--- src/rtl/window_pkg.sv ---
// window_pkg
// Shared constants, FSM state type and modular pointer arithmetic for the
// SPARC register-window controller (window_control) and its decoder.
package window_pkg;

  localparam int NWIN = 8;
  localparam int CWPW = $clog2(NWIN);

  localparam logic [7:0] TT_OVF = 8'h05;
  localparam logic [7:0] TT_UNF = 8'h06;

  typedef enum logic {
    IDLE      = 1'b0,
    TRAP_PEND = 1'b1
  } win_state_e;

  // Modulo-n increment: n-1 wraps to 0.
  function automatic int unsigned cwp_inc(input int unsigned c, input int unsigned n);
    return (c + 1 == n) ? 0 : c + 1;
  endfunction

  // Modulo-n decrement: 0 wraps to n-1.
  function automatic int unsigned cwp_dec(input int unsigned c, input int unsigned n);
    return (c == 0) ? n - 1 : c - 1;
  endfunction

endpackage

--- src/rtl/window_control_if.sv ---
// window_control_if
// Bundles the decode/core/writeback-facing signals of window_control.
//   master : requester side (decode, core trap logic, writeback, testbench)
//   slave  : window_control itself
// Signals:
//   Save/Restore/TrapEntry/Rett : window requests
//   OpReady                     : Save/Restore/Rett accepted when high
//   WimWE/WimIn, Wim            : WIM load and current value
//   WE                          : register write strobe
//   Cwp, RE, WinWE              : window pointer, one-hot read enable, gated write enable
//   TrapReq/TrapType/TrapAck    : window trap request handshake
interface window_control_if #(
  parameter int NWIN = window_pkg::NWIN
);
  localparam int CW = $clog2(NWIN);

  logic            Save;
  logic            Restore;
  logic            TrapEntry;
  logic            Rett;
  logic            OpReady;
  logic            WimWE;
  logic [NWIN-1:0] WimIn;
  logic            WE;
  logic [NWIN-1:0] Wim;
  logic [CW-1:0]   Cwp;
  logic [NWIN-1:0] RE;
  logic [NWIN-1:0] WinWE;
  logic            TrapReq;
  logic [7:0]      TrapType;
  logic            TrapAck;

  modport master (
    output Save, Restore, TrapEntry, Rett, WimWE, WimIn, WE, TrapAck,
    input  OpReady, Wim, Cwp, RE, WinWE, TrapReq, TrapType
  );

  modport slave (
    input  Save, Restore, TrapEntry, Rett, WimWE, WimIn, WE, TrapAck,
    output OpReady, Wim, Cwp, RE, WinWE, TrapReq, TrapType
  );

endinterface

--- src/rtl/window_decoder.sv ---
// window_decoder
// Purely combinational window select helpers.
//   i_cwp      : window pointer to decode
//   i_re       : registered one-hot read enable to gate
//   i_we       : register write strobe
//   o_onehot   : one-hot decode of i_cwp
//   o_win_we   : i_re gated by i_we (per-window write enable)
// The two halves are independent so the array's overlap logic can reuse
// the decode on neighbouring window pointers.
module window_decoder
  import window_pkg::*;
#(
  parameter int NWIN = window_pkg::NWIN,
  parameter int CW   = $clog2(NWIN)
) (
  input  logic [CW-1:0]   i_cwp,
  input  logic [NWIN-1:0] i_re,
  input  logic            i_we,
  output logic [NWIN-1:0] o_onehot,
  output logic [NWIN-1:0] o_win_we
);

  always_comb begin
    o_onehot        = '0;
    o_onehot[i_cwp] = 1'b1;
  end

  assign o_win_we = i_re & {NWIN{i_we}};

endmodule

--- src/rtl/window_control.sv ---
// window_control
// Current-window-pointer / window-invalid-mask controller for the windowed
// register file. Decodes SAVE/RESTORE/trap entry/RETT into a registered CWP,
// drives one-hot read enable and per-window write enable, and raises
// overflow/underflow trap requests held until acknowledged.
// Ports:
//   Clk   : clock, all state on rising edge
//   Reset : synchronous active-high reset
//   bus   : window_control_if slave modport (requests, WIM, enables, trap handshake)
//
// state     | meaning
// IDLE      | accepting Save/Restore/Rett, OpReady=1
// TRAP_PEND | window trap raised, waiting for TrapAck, requests ignored
module window_control
  import window_pkg::*;
#(
  parameter int         NWIN   = window_pkg::NWIN,
  parameter logic [7:0] TT_OVF = window_pkg::TT_OVF,
  parameter logic [7:0] TT_UNF = window_pkg::TT_UNF
) (
  input  logic                   Clk,
  input  logic                   Reset,
  window_control_if.slave        bus
);

  localparam int CW = $clog2(NWIN);

  win_state_e      r_state;
  win_state_e      w_state_next;
  logic [CW-1:0]   r_cwp;
  logic [CW-1:0]   w_cwp_next;
  logic [NWIN-1:0] r_wim;
  logic [NWIN-1:0] r_re;
  logic [NWIN-1:0] w_re_next;
  logic [7:0]      r_tt;
  logic [7:0]      w_tt_next;
  logic [CW-1:0]   w_cwp_inc;
  logic [CW-1:0]   w_cwp_dec;
  logic [NWIN-1:0] w_win_we;

  assign w_cwp_inc = CW'(cwp_inc(32'(r_cwp), NWIN));
  assign w_cwp_dec = CW'(cwp_dec(32'(r_cwp), NWIN));

  // Next-state / next-pointer logic. Window checks always use the current
  // (old) Wim, so a WimWE in the same cycle does not affect them.
  always_comb begin
    w_state_next = r_state;
    w_cwp_next   = r_cwp;
    w_tt_next    = r_tt;
    case (r_state)
      IDLE: begin
        if (bus.TrapEntry) begin
          w_cwp_next = w_cwp_dec;
        end else if (bus.Save) begin
          if (r_wim[w_cwp_dec]) begin
            w_state_next = TRAP_PEND;
            w_tt_next    = TT_OVF;
          end else begin
            w_cwp_next = w_cwp_dec;
          end
        end else if (bus.Restore || bus.Rett) begin
          if (r_wim[w_cwp_inc]) begin
            w_state_next = TRAP_PEND;
            w_tt_next    = TT_UNF;
          end else begin
            w_cwp_next = w_cwp_inc;
          end
        end
      end
      TRAP_PEND: begin
        // Trap entry still moves the window while a trap is pending; it may
        // coincide with the acknowledge.
        if (bus.TrapEntry) begin
          w_cwp_next = w_cwp_dec;
        end
        if (bus.TrapAck) begin
          w_state_next = IDLE;
          w_tt_next    = 8'h00;
        end
      end
      default: begin
        w_state_next = IDLE;
        w_tt_next    = 8'h00;
      end
    endcase
  end

  always_ff @(posedge Clk) begin
    if (Reset) begin
      r_state <= IDLE;
      r_cwp   <= '0;
      r_re    <= NWIN'(1);
      r_wim   <= '0;
      r_tt    <= 8'h00;
    end else begin
      r_state <= w_state_next;
      r_cwp   <= w_cwp_next;
      r_re    <= w_re_next;
      r_tt    <= w_tt_next;
      if (bus.WimWE) begin
        r_wim <= bus.WimIn;
      end
    end
  end

  // RE is registered from the decode of the next pointer so that it lines up
  // with Cwp; WinWE gates the registered RE and is the only combinational output.
  window_decoder #(
    .NWIN (NWIN),
    .CW   (CW)
  ) u_decoder (
    .i_cwp    (w_cwp_next),
    .i_re     (r_re),
    .i_we     (bus.WE),
    .o_onehot (w_re_next),
    .o_win_we (w_win_we)
  );

  assign bus.Cwp      = r_cwp;
  assign bus.RE       = r_re;
  assign bus.Wim      = r_wim;
  assign bus.WinWE    = w_win_we;
  assign bus.OpReady  = (r_state == IDLE);
  assign bus.TrapReq  = (r_state == TRAP_PEND);
  assign bus.TrapType = r_tt;

endmodule

--- src/flat_wrapper.sv ---
// flat-port wrapper written by rule: the top's interface ports become plain ports
module window_control_flat import window_pkg::*;
#(
  parameter int         NWIN   = window_pkg::NWIN,
  parameter logic [7:0] TT_OVF = window_pkg::TT_OVF,
  parameter logic [7:0] TT_UNF = window_pkg::TT_UNF
)
  (Clk, Reset, bus_Save, bus_Restore, bus_TrapEntry, bus_Rett, bus_WimWE, bus_WimIn, bus_WE, bus_TrapAck, bus_OpReady, bus_Wim, bus_Cwp, bus_RE, bus_WinWE, bus_TrapReq, bus_TrapType);
  window_control_if #(.NWIN(NWIN)) bus_i ();
  input  logic Clk;
  input  logic Reset;
  input wire logic [$bits(bus_i.Save)-1:0] bus_Save;
  input wire logic [$bits(bus_i.Restore)-1:0] bus_Restore;
  input wire logic [$bits(bus_i.TrapEntry)-1:0] bus_TrapEntry;
  input wire logic [$bits(bus_i.Rett)-1:0] bus_Rett;
  input wire logic [$bits(bus_i.WimWE)-1:0] bus_WimWE;
  input wire logic [$bits(bus_i.WimIn)-1:0] bus_WimIn;
  input wire logic [$bits(bus_i.WE)-1:0] bus_WE;
  input wire logic [$bits(bus_i.TrapAck)-1:0] bus_TrapAck;
  output wire logic [$bits(bus_i.OpReady)-1:0] bus_OpReady;
  output wire logic [$bits(bus_i.Wim)-1:0] bus_Wim;
  output wire logic [$bits(bus_i.Cwp)-1:0] bus_Cwp;
  output wire logic [$bits(bus_i.RE)-1:0] bus_RE;
  output wire logic [$bits(bus_i.WinWE)-1:0] bus_WinWE;
  output wire logic [$bits(bus_i.TrapReq)-1:0] bus_TrapReq;
  output wire logic [$bits(bus_i.TrapType)-1:0] bus_TrapType;
  assign bus_i.Save = bus_Save;
  assign bus_i.Restore = bus_Restore;
  assign bus_i.TrapEntry = bus_TrapEntry;
  assign bus_i.Rett = bus_Rett;
  assign bus_i.WimWE = bus_WimWE;
  assign bus_i.WimIn = bus_WimIn;
  assign bus_i.WE = bus_WE;
  assign bus_i.TrapAck = bus_TrapAck;
  assign bus_OpReady = bus_i.OpReady;
  assign bus_Wim = bus_i.Wim;
  assign bus_Cwp = bus_i.Cwp;
  assign bus_RE = bus_i.RE;
  assign bus_WinWE = bus_i.WinWE;
  assign bus_TrapReq = bus_i.TrapReq;
  assign bus_TrapType = bus_i.TrapType;
  window_control #(.NWIN(NWIN), .TT_OVF(TT_OVF), .TT_UNF(TT_UNF)) u_core (.Clk(Clk), .Reset(Reset), .bus(bus_i));
endmodule
--- config.mk ---
export PLATFORM = sky130hd
export DESIGN_NAME = window_control_flat
export DESIGN_NICKNAME = d
export VERILOG_FILES = /design/src/rtl/window_pkg.sv /design/src/rtl/window_control_if.sv /design/src/rtl/window_decoder.sv /design/src/rtl/window_control.sv /design/src/flat_wrapper.sv
export SDC_FILE = /design/constraint.sdc
export NUM_CORES = 1
export LEC_CHECK = 0
export CORE_ASPECT_RATIO = 0.6
export CORE_MARGIN = 2
export CORE_UTILIZATION = 45
export CTS_CLUSTER_DIAMETER = 100
export DETAILED_ROUTE_END_ITERATION = 6
export GPL_TIMING_DRIVEN = 0
export PLACE_DENSITY = 0.9
export SYNTH_ARGS = -nofsm -noshare
export SYNTH_HDL_FRONTEND = slang
export SYNTH_SLANG_ARGS = --single-unit
--- constraint.sdc ---
create_clock -name Clk -period 3.6 [get_ports Clk]
set_input_delay 0.72 -clock Clk [delete_from_list [all_inputs] [get_ports Clk]]
set_output_delay 0.72 -clock Clk [all_outputs]
set_load 0.05 [all_outputs]
==> results by group, run 1 <==
Worst setup path
  – Cells on worst reg2reg path: 9
  – CP endpoint: u_core.bus.RE[3]
  – Setup Crit Path Kind: reg2reg
  – WP data required: 3.79 ns
  – CP Capture Type: register
  – Worst r2r src: u_core.bus.Cwp[0]
  – Critical Path Fanout Max: 10
  – Worst EP arrival: 3.28 ns
  – Origin of the worst setup path: u_core.bus.Cwp[0]
  – Reg2reg end: u_core.bus.RE[3]
  – R2R setup slack: 0.50 ns
  – CP Launch Type: register

Timing
  – Worst rel slew slack: 57.6%
  – Crit path time final: between 3 and 4 ns
  – Post-Route Skew: 0.00965 ns
  – Final hold vios: 0
  – FMAX: 323 MHz
  – Fin. max-slew vios: 0
  – Final Cycle Share: ~86%
  – Slew @ Worst Pin: approximately 0.63 ns
  – Final setup vio count: 0
  – Setup_tns: 0 ns
  – Hold Slack: 0.481 ns
  – RSZ-0062 raised after global routing: false

Global route
  – Total congestion overflow: 0
  – Vias in the first global route: 1110
  – First-pass GRT wire length: around 5400 um
  – Initial antenna violation count: 0
  – Tot GR Track Use: 19.3%
  – Largest net degree at the start of global routing: 15

Detailed routing
  – Routed WL: approximately 3600 um
  – Initial DRT Pass Iterations: 4
  – DR WL/cell: 14.2 um
  – Antenna viol nets, final: 0
  – Vias: 1380
  – Vias/cell: 5.43
  – DRC: 0
  – Iteration-0 DRC Markers: 81

Final layout
  – Layout net count: 233
  – Antenna diodes: 0
  – Fillers: 266
  – Area delta synth->final: 39.7%
  – Share of layout cells above drive strength 1: 12.7%
  – Util after Layout: about two thirds

Floorplan
  – Initial core utilization: between 40 and 50%
  – Core area: 0.00297 mm2
  – Die Ht: 48.0 um
  – Site Rows: 15
  – Die Area: 0.00371 mm2
  – Die span in x: between 70 and 80 um
  – I/O pin count: 54

Logic synthesis
  – Synth Cell Area: 0.00145 mm2
  – Avg Inst Size Synth: 9.19 um2
  – Distinct cell type count after synthesis: 51
  – Cells after synthesis: around 160
  – Most common cell in the synthesized netlist: dfxtp_1
  – Top cells by count, synth: dfxtp_1, mux2i_1, nor2_1
  – Cell taking the most area after synthesis: dfxtp_1
  – Ys async rst share: 0%
  – Post-synth top area share: 31.7%
  – Synth Register Bits: 23
  – Synth area leaders: dfxtp_1, mux2i_1, and2_1, nor2_1, nor4b_2
  – Post-synth EDFFs: 0
  – Seq/Total Area, Yosys: 31.7%
  – Most used DFF post-synth: dfxtp_1
  – Synth warn: 0

Hold path
  – Min-delay src: u_core.bus.TrapType[2]
  – Hold Path Class: reg2reg

Flow run
  – Total of max-cap violations: 0

CTS
  – H-Tree Depth: 1
  – Resized cells post-CTS: 0
  – Reg clk slew, reported paths: 0.09 ns
  – Clk buf depth: 2
  – CTS tree: done
  – Hold-fix buffers, CTS: 0
  – Sink Count: 23
  – Root Buffer: clkbuf_8
  – Post-CTS setup buffers: 0
  – Clock buffer count from CTS: 3
  – Worst skew pair latency: ~0.27 ns

Power and ir drop
  – Internal Power: approximately 870 uW
  – Design Power: 1.78 mW
  – Clock power frac: a little under a tenth
  – Peak supply drop: roughly 440 uV
  – Sequential power share: 21.0%
  – Combinational power share: 69.7%
  – PwrDens: 878 mW/mm2
  – Psw: 910 uW
  – Net switching fraction of the power: about 51%
  – Static Leak: 0.806 nW

Place
  – Post-DP HPWL: about 2900 um
  – GP Congestion: 0.933
  – Number of port buffers: 46

Status
  – Outcome: finished, final reports clean
critical path, stage by stage, from the launching register on:
cell      delay, ns
dfxtp_1        0.52
inv_2          0.17
ha_1           0.41
buf_6          0.19
mux2i_1        0.34
mux2i_1        0.11
o311ai_0       0.33
nand2_1        0.12
nor2_1         0.51
nor4b_2        0.30
routing by layer:
metal / up-vias / GRT usage [%] / part of all wire [%]
met5: - / 0 / 0
met4: 0 / 3.21 / 0.22
met3: 2 / 4.72 / 9.7
met2: 66 / 29.4 / 41
met1: 640 / 28.3 / 49
li1: 672 / - / -
final cells by class:
type,count,area (um2),share of cell area (%)
inverter,6,22.5,1.11
clock buffer,3,41.3,2.04
clock inverter,1,7.51,0.370
timing repair buffer,46,460,22.7
buffer,12,72.6,3.58
sequential,23,460,22.7
tap,42,52.6,2.59
multi-input combinational,121,911,44.9
through the flow:
step	cell area, um2	instances	worst slack [ns]
detailed placement	1980	250	0.585
floorplan	1470	162	0.747
global placement	1980	250	0.623
finish	2030	254	0.503
global route	2030	254	0.352
CTS	2030	254	0.564
sequential cells by signal (all words and copies together) (netlist names):
name	cells
u_core.bus.RE	8
u_core.bus.Wim	8
u_core.bus.Cwp	3
u_core.bus.TrapType	3
u_core.bus.TrapReq	1
cells by family (layout without fill, tap and decap cells):
| logic type | Yosys count | in the layout | synth area share [%] |
|---|---|---|---|
| compound gates | 31 | 31 | 17.6 |
| xor+xnor | 1 | 1 | 0.604 |
| fa+ha+maj | 3 | 3 | 2.59 |
| buf+inv | 18 | 68 | 6.55 |
| flops | 23 | 23 | 31.7 |
| mux | 20 | 20 | 15.3 |
| other cells | 1 | 5 | 0.258 |
| simple gates | 61 | 61 | 25.3 |
how the worst min path moves through the flow:
stage                              to  depth (start not counted)
6_report       u_core.bus.TrapType[2]                          2
5_1_grt        u_core.bus.TrapType[2]                          2
4_1_cts        u_core.bus.TrapType[2]                          2
3_5_place_dp   u_core.bus.TrapType[2]                          2
3_3_place_gp   u_core.bus.TrapType[2]                          2
2_1_floorplan  u_core.bus.TrapType[2]                          2
cells in the final DEF (no fill, tap or decap), drive strengths merged, types with 2 or more instances in the layout:
| cell | synthesis | final |
|---|---|---|
| nor3b | 2 | 2 |
| or3 | 2 | 2 |
| o311ai | 2 | 2 |
| nand3 | 2 | 2 |
| mux2i | 17 | 17 |
| ha | 3 | 3 |
| o21ai | 5 | 5 |
| nand2 | 8 | 8 |
| and2 | 10 | 10 |
| dfxtp | 23 | 23 |
| nor4b | 3 | 3 |
| o211ai | 2 | 2 |
| o22ai | 2 | 2 |
| a21oi | 8 | 8 |
| nor3 | 5 | 5 |
| nor2 | 16 | 16 |
| conb | 1 | 5 |
| nand2b | 3 | 3 |
| inv | 6 | 6 |
| clkdlybuf4s50 | 0 | 46 |
| a31o | 2 | 2 |
| mux2 | 2 | 2 |
| nor4 | 2 | 2 |
| and3 | 2 | 2 |
| clkbuf | 4 | 7 |
| buf | 8 | 8 |
power by group through the flow:
stage	combinational, mW	sequential (mW)	clock [mW]
3_5_place_dp	1.23	0.379	0
6_report	1.24	0.373	0.165
4_1_cts	1.23	0.373	0.168
3_3_place_gp	1.21	0.377	0
5_1_grt	1.30	0.383	0.181
2_1_floorplan	0.700	0.597	0
Power figures use the tool's default switching activity.
==> run 2, diff against run 1 <==
--- a/config.mk
+++ b/config.mk
@@ -7,11 +7,11 @@
 export LEC_CHECK = 0
 export CORE_ASPECT_RATIO = 0.6
 export CORE_MARGIN = 2
-export CORE_UTILIZATION = 45
+export CORE_UTILIZATION = 25
 export CTS_CLUSTER_DIAMETER = 100
 export DETAILED_ROUTE_END_ITERATION = 6
 export GPL_TIMING_DRIVEN = 0
-export PLACE_DENSITY = 0.9
+export PLACE_DENSITY = 0.59
 export SYNTH_ARGS = -nofsm -noshare
 export SYNTH_HDL_FRONTEND = slang
 export SYNTH_SLANG_ARGS = --single-unit
==> run 2 against run 1 <==
Compared with the run above:
- cell count is 15% higher
- final area is 2.3% higher
- hold slack worse by 0.022 ns
- power hardly changed
- via count is 2.8% lower
- largest power group unchanged
- wire length is 4.4% higher
- critical path depth is 6 lower
- global-route usage is 7.3 points lower
- count of clock-buffer cells in the layout stayed put
- sequential share of layout area is 0.52 points lower
==> results by group, run 2 (synthesis gave the netlist of run 1 again) <==
CTS
  – Post-CTS setup buffers: 0 (unchanged)
  – Resized cells post-CTS: 0 (unchanged)
  – Reg clk slew, reported paths: 0.08 ns (about the same)
  – Root Buffer: clkbuf_8
  – CTS tree: done
  – Clk buf depth: 2 (unchanged)
  – H-Tree Depth: 1 (unchanged)
  – Worst skew pair latency: 0.28 ns (about the same)
  – Sink Count: 23 (unchanged)
  – Hold-fix buffers, CTS: 0 (unchanged)
  – Clock buffer count from CTS: 3 (unchanged)

Final layout
  – Layout net count: 233 (unchanged)
  – Antenna diodes: 0 (unchanged)
  – Util after Layout: 37.1% (-31 points)
  – Area of the multi-input gates: 911 um2 (unchanged)
  – Register Area: 460 um2 (unchanged)
  – Area delta synth->final: 43.0%
  – Most frequent cells in the layout: clkdlybuf4s50_1, dfxtp_1, mux2i_1
  – Share of layout cells above drive strength 1: 12.7% (unchanged)
  – Fin cells: 292 (+15%)
  – Commonest non-fill, non-tap cell in the layout: clkdlybuf4s50_1
  – Fillers: 602 (+130%)

Place
  – Post-DP HPWL: 2930 um (+2.0%)
  – Inst Count DP: 288 (+15%)
  – Number of port buffers: 46 (unchanged)
  – GP Congestion: 0.854 (-8.4%)

Detailed routing
  – Vias: 1341 (-2.8%)
  – DR WL/cell: 12.8 um (-9.2%)
  – Routed WL: 3750 um (+4.4%)
  – Vias/cell: 4.59 (-15%)
  – Initial DRT Pass Iterations: 4 (unchanged)
  – DRC: 0 (unchanged)
  – Antenna viol nets, final: 0 (unchanged)
  – Iteration-0 DRC Markers: 119 (+47%)

Floorplan
  – Core area: 0.00560 mm2 (+89%)
  – Initial core utilization: 25.9% (-23 points)
  – Die Area: 0.00645 mm2 (+74%)
  – Die Ht: 63.0 um (+31%)
  – Site Rows: 21 (+6)
  – I/O pin count: 54 (unchanged)
  – Die span in x: 102 um (+32%)

Timing
  – Final Cycle Share: 82.7% (-3.3 points)
  – Final hold vios: 0 (unchanged)
  – Crit path time final: 2.98 ns (-0.120 ns)
  – Fin. max-slew vios: 0 (unchanged)
  – Worst rel slew slack: 60.8% (+3.2 points)
  – Final setup vio count: 0 (unchanged)
  – Setup_tns: 0 ns (unchanged)
  – Hold Slack: 0.459 ns (-0.0216 ns)
  – RSZ-0062 raised after global routing: false
  – Post-Route Skew: 0.0111 ns (+0.00146 ns)
  – FMAX: 336 MHz (+4.0%)
  – Slew @ Worst Pin: 0.588 ns (-0.0458 ns)

Flow run
  – Total of max-cap violations: 0 (unchanged)

Global route
  – Vias in the first global route: 1258 (+13%)
  – Tot GR Track Use: 12.0% (-7.3 points)
  – Total congestion overflow: 0 (unchanged)
  – Largest net degree at the start of global routing: 15 (unchanged)
  – Initial antenna violation count: 0 (unchanged)
  – First-pass GRT wire length: 6150 um (+14%)

Worst setup path
  – CP Capture Type: output port
  – R2R setup slack: 0.64 ns (+0.14 ns)
  – Worst EP arrival: 2.26 ns (-1.02 ns)
  – CP Launch Type: input pin
  – Setup Crit Path Kind: in2out
  – Critical Path Fanout Max: 8 (-2)
  – Worst r2r src: u_core.bus.Cwp[0]
  – Cells on worst reg2reg path: 9 (unchanged)
  – Reg2reg end: u_core.bus.RE[3]
  – WP data required: 2.88 ns (-0.91 ns)

Hold path
  – End of the worst hold path: u_core.bus.TrapType[2]
  – Hold Crit Depth: 2 (unchanged)
  – Min-delay src: u_core.bus.TrapType[2]
  – Hold Path Class: reg2reg

Power and ir drop
  – PwrDens: 857 mW/mm2 (-2.4%)
  – Static Leak: 0.806 nW (unchanged)
  – Peak supply drop: 336 uV (-24%)

Status
  – Outcome: finished, final reports clean
-- run 2: layer usage --
| layer | vias up | global-route usage [%] | wire length (um) |
|---|---|---|---|
| li1 | 672 | - | - |
| met1 | 615 | 18.3 | 2000 |
| met2 | 50 | 17.2 | 1470 |
| met3 | 4 | 2.35 | 255 |
| met4 | 0 | 2.67 | 34 |
| met5 | - | 0 | 0 |
-- run 2: report_power, final --
part / switching (mW) / leakage (nW) / total [mW] / internal, mW
registers: 0.0529 / 0.189 / 0.374 / 0.321
clock network: 0.0916 / 0.0217 / 0.170 / 0.0785
logic: 0.764 / 0.595 / 1.23 / 0.470
total: 0.909 / 0.806 / 1.78 / 0.870
-- run 2: how the worst max path moves through the flow --
| stage | end | slack, ns | cells past startpoint | startpoint |
|---|---|---|---|---|
| 2_1_floorplan | u_core.bus.RE[6] | 0.75 | 8 | u_core.bus.Cwp[0] |
| 3_3_place_gp | bus_WinWE[4] | 0.59 | 3 | bus_WE |
| 3_5_place_dp | bus_WinWE[0] | 0.59 | 3 | bus_WE |
| 4_1_cts | bus_WinWE[0] | 0.59 | 3 | bus_WE |
| 5_1_grt | u_core.bus.RE[3] | 0.36 | 9 | u_core.bus.Cwp[0] |
| 6_report | bus_WinWE[0] | 0.62 | 3 | bus_WE |
-- run 2: worst max-delay path: stages --
cell and delay [ns]:
clkdlybuf4s50_1 0.58, and2_1 0.16, clkdlybuf4s50_1 0.80
-- run 2: area by class of cell --
cell class,instances,area share (%)
plain buffers,12,3.50
repair buffers,46,22.2
clock buffers,3,1.99
flip-flops and latches,23,22.2
multi-input cells,121,43.9
well taps,80,4.82
inverters,6,1.08
clock inverters,1,0.362
-- run 2: metrics by stage --
| stage | setup slack [ns] | power [mW] | area [um2] |
|---|---|---|---|
| after floorplan | 0.747 | 1.30 | 1470 |
| after global placement | 0.593 | 1.60 | 2030 |
| after detailed placement | 0.591 | 1.60 | 2030 |
| after CTS | 0.588 | 1.78 | 2080 |
| after global routing | 0.358 | 1.89 | 2080 |
| final | 0.623 | 1.78 | 2080 |
==> run 3, diff against run 2 <==
==> constraint.sdc (replaced) <==
create_clock -name Clk -period 3.02 [get_ports Clk]
set_input_delay 0.604 -clock Clk [delete_from_list [all_inputs] [get_ports Clk]]
set_output_delay 0.604 -clock Clk [all_outputs]
set_load 0.05 [all_outputs]
==> run 3 against run 2 <==
Compared with the run above:
- core utilization increased by 0.16 points
- via count decreased by 0.60%
- setup slack got worse by 0.35 ns
- die area unchanged
- critical path type unchanged
- critical endpoint unchanged
- largest power group unchanged
==> results by group, run 3 (synthesis gave the netlist of run 1 again) <==
Status
  – Outcome: finished, final reports clean

Timing
  – Setup_tns: 0 ns (unchanged)
  – Final hold vios: 0 (unchanged)
  – Final Cycle Share: 90.9%
  – RSZ-0062 raised after global routing: false
  – Fin. max-slew vios: 0 (unchanged)
  – FMAX: 364 MHz
  – Crit path time final: 2.75 ns
  – Slew @ Worst Pin: 0.592 ns (+0.00386 ns)
  – Post-Route Skew: 0.0114 ns (+0.000338 ns)
  – Final setup vio count: 0 (unchanged)
  – Worst rel slew slack: 60.6% (-0.26 points)

Hold path
  – Min-delay src: u_core.bus.TrapType[2]
  – Hold Path Class: reg2reg

Floorplan
  – Site Rows: 21 (unchanged)
  – Initial core utilization: 25.9% (unchanged)
  – Die Ht: 63.0 um (unchanged)
  – I/O pin count: 54 (unchanged)
  – Core area: 0.00560 mm2 (unchanged)
  – Die span in x: 102 um (unchanged)
  – Die Area: 0.00645 mm2 (unchanged)

Final layout
  – Fillers: 600 (-0.33%)
  – Util after Layout: 37.2% (+0.16 points)
  – Most frequent cells in the layout: clkdlybuf4s50_1, dfxtp_1, mux2i_1
  – Commonest non-fill, non-tap cell in the layout: clkdlybuf4s50_1
  – Share of layout cells above drive strength 1: 13.7% (+0.94 points)
  – Antenna diodes: 0 (unchanged)
  – Area delta synth->final: 43.6%
  – Layout net count: 233 (unchanged)

Global route
  – Vias in the first global route: 1258 (unchanged)
  – Total congestion overflow: 0 (unchanged)
  – Initial antenna violation count: 0 (unchanged)
  – First-pass GRT wire length: 6150 um (unchanged)
  – Tot GR Track Use: 12.0% (unchanged)
  – Largest net degree at the start of global routing: 15 (unchanged)

Detailed routing
  – Vias: 1333 (-0.60%)
  – Iteration-0 DRC Markers: 102 (-14%)
  – DR WL/cell: 12.8 um (-0.45%)
  – Initial DRT Pass Iterations: 4 (unchanged)
  – Routed WL: 3740 um (-0.45%)
  – DRC: 0 (unchanged)
  – Vias/cell: 4.57 (-0.60%)
  – Antenna viol nets, final: 0 (unchanged)

Power and ir drop
  – Psw: 1.09 mW (+20%)
  – Static Leak: 0.808 nW (+0.23%)
  – Peak supply drop: 402 uV (+20%)
  – Clock power frac: 9.6% (about the same)
  – Combinational power share: 69.4% (about the same)
  – Net switching fraction of the power: 51.0% (-0.086 points)
  – PwrDens: 1020 mW/mm2 (+19%)
  – Sequential power share: 21.0% (about the same)
  – Internal Power: 1.04 mW (+20%)

Worst setup path
  – WP data required: 2.42 ns (-0.46 ns)
  – Origin of the worst setup path: bus_WE
  – CP Launch Type: input pin
  – Setup Crit Path Kind: in2out
  – Worst EP arrival: 2.14 ns (-0.12 ns)
  – Worst r2r src: u_core.bus.Cwp[0]
  – Critical Path Fanout Max: 8 (unchanged)
  – CP Capture Type: output port

CTS
  – Post-CTS setup buffers: 0 (unchanged)
  – Clock buffer count from CTS: 3 (unchanged)
  – H-Tree Depth: 1 (unchanged)
  – Reg clk slew, reported paths: 0.08 ns (about the same)
  – CTS tree: done
  – Resized cells post-CTS: 0 (unchanged)
  – Clk buf depth: 2 (unchanged)
  – Worst skew pair latency: 0.28 ns (about the same)
  – Sink Count: 23 (unchanged)
  – Root Buffer: clkbuf_8
  – Hold-fix buffers, CTS: 0 (unchanged)

Flow run
  – Total of max-cap violations: 0 (unchanged)

Place
  – Number of port buffers: 46 (unchanged)
  – Post-DP HPWL: 2930 um (unchanged)
  – GP Congestion: 0.854 (unchanged)
## run 3: final timing paths
path	to	cells after the start	slack, ns
setup reg to reg	u_core.bus.RE[0]	9	0.33
hold / removal	u_core.bus.TrapType[2]	2	0.46
hold reg to reg	u_core.bus.TrapType[2]	2	0.46
setup / recovery	bus_WinWE[0]	3	0.27
## run 3: layer usage
metal / routed length [um] / global-route usage, % / up-vias / share of wire, %
met3: 260 / 2.35 / 4 / 7.0
met4: 36 / 2.67 / 0 / 0.96
li1: - / - / 671 / -
met5: 0 / 0 / - / 0
met1: 1970 / 18.3 / 611 / 53
met2: 1470 / 17.2 / 47 / 39
## run 3: final cells by class
class,instances,area [um2],area share [%]
inverters,6,22.5,1.08
flip-flops and latches,23,462,22.1
well taps,80,100,4.80
clock inverters,1,7.51,0.360
multi-input cells,121,918,44.1
clock buffers,3,41.3,1.98
plain buffers,12,72.6,3.48
repair buffers,46,460,22.1
## run 3: critical path, cell delays in order
cell and delay [ns]:
clkdlybuf4s50_1 0.58, and2_1 0.16, clkdlybuf4s50_1 0.80
## run 3: through the flow
step	total power [mW]	cells	hold WS [ns]	area, um2	setup WS (ns)
floorplan	1.55	162	0.671	1470	0.167
global placement	1.91	288	0.453	2030	0.0360
detailed placement	1.91	288	0.452	2030	0.0646
CTS	2.12	292	0.463	2080	0.0319
global route	2.27	292	0.507	2080	0.141
finish	2.13	292	0.459	2080	0.275
## run 3: power groups by stage
stage                     registers, mW  clock network [mW]  logic (mW)
after floorplan                   0.712                   0       0.834
after global placement            0.453                   0        1.46
after detailed placement          0.453                   0        1.46
after CTS                         0.447               0.208        1.46
after global routing              0.461               0.220        1.59
final                             0.447               0.203        1.48
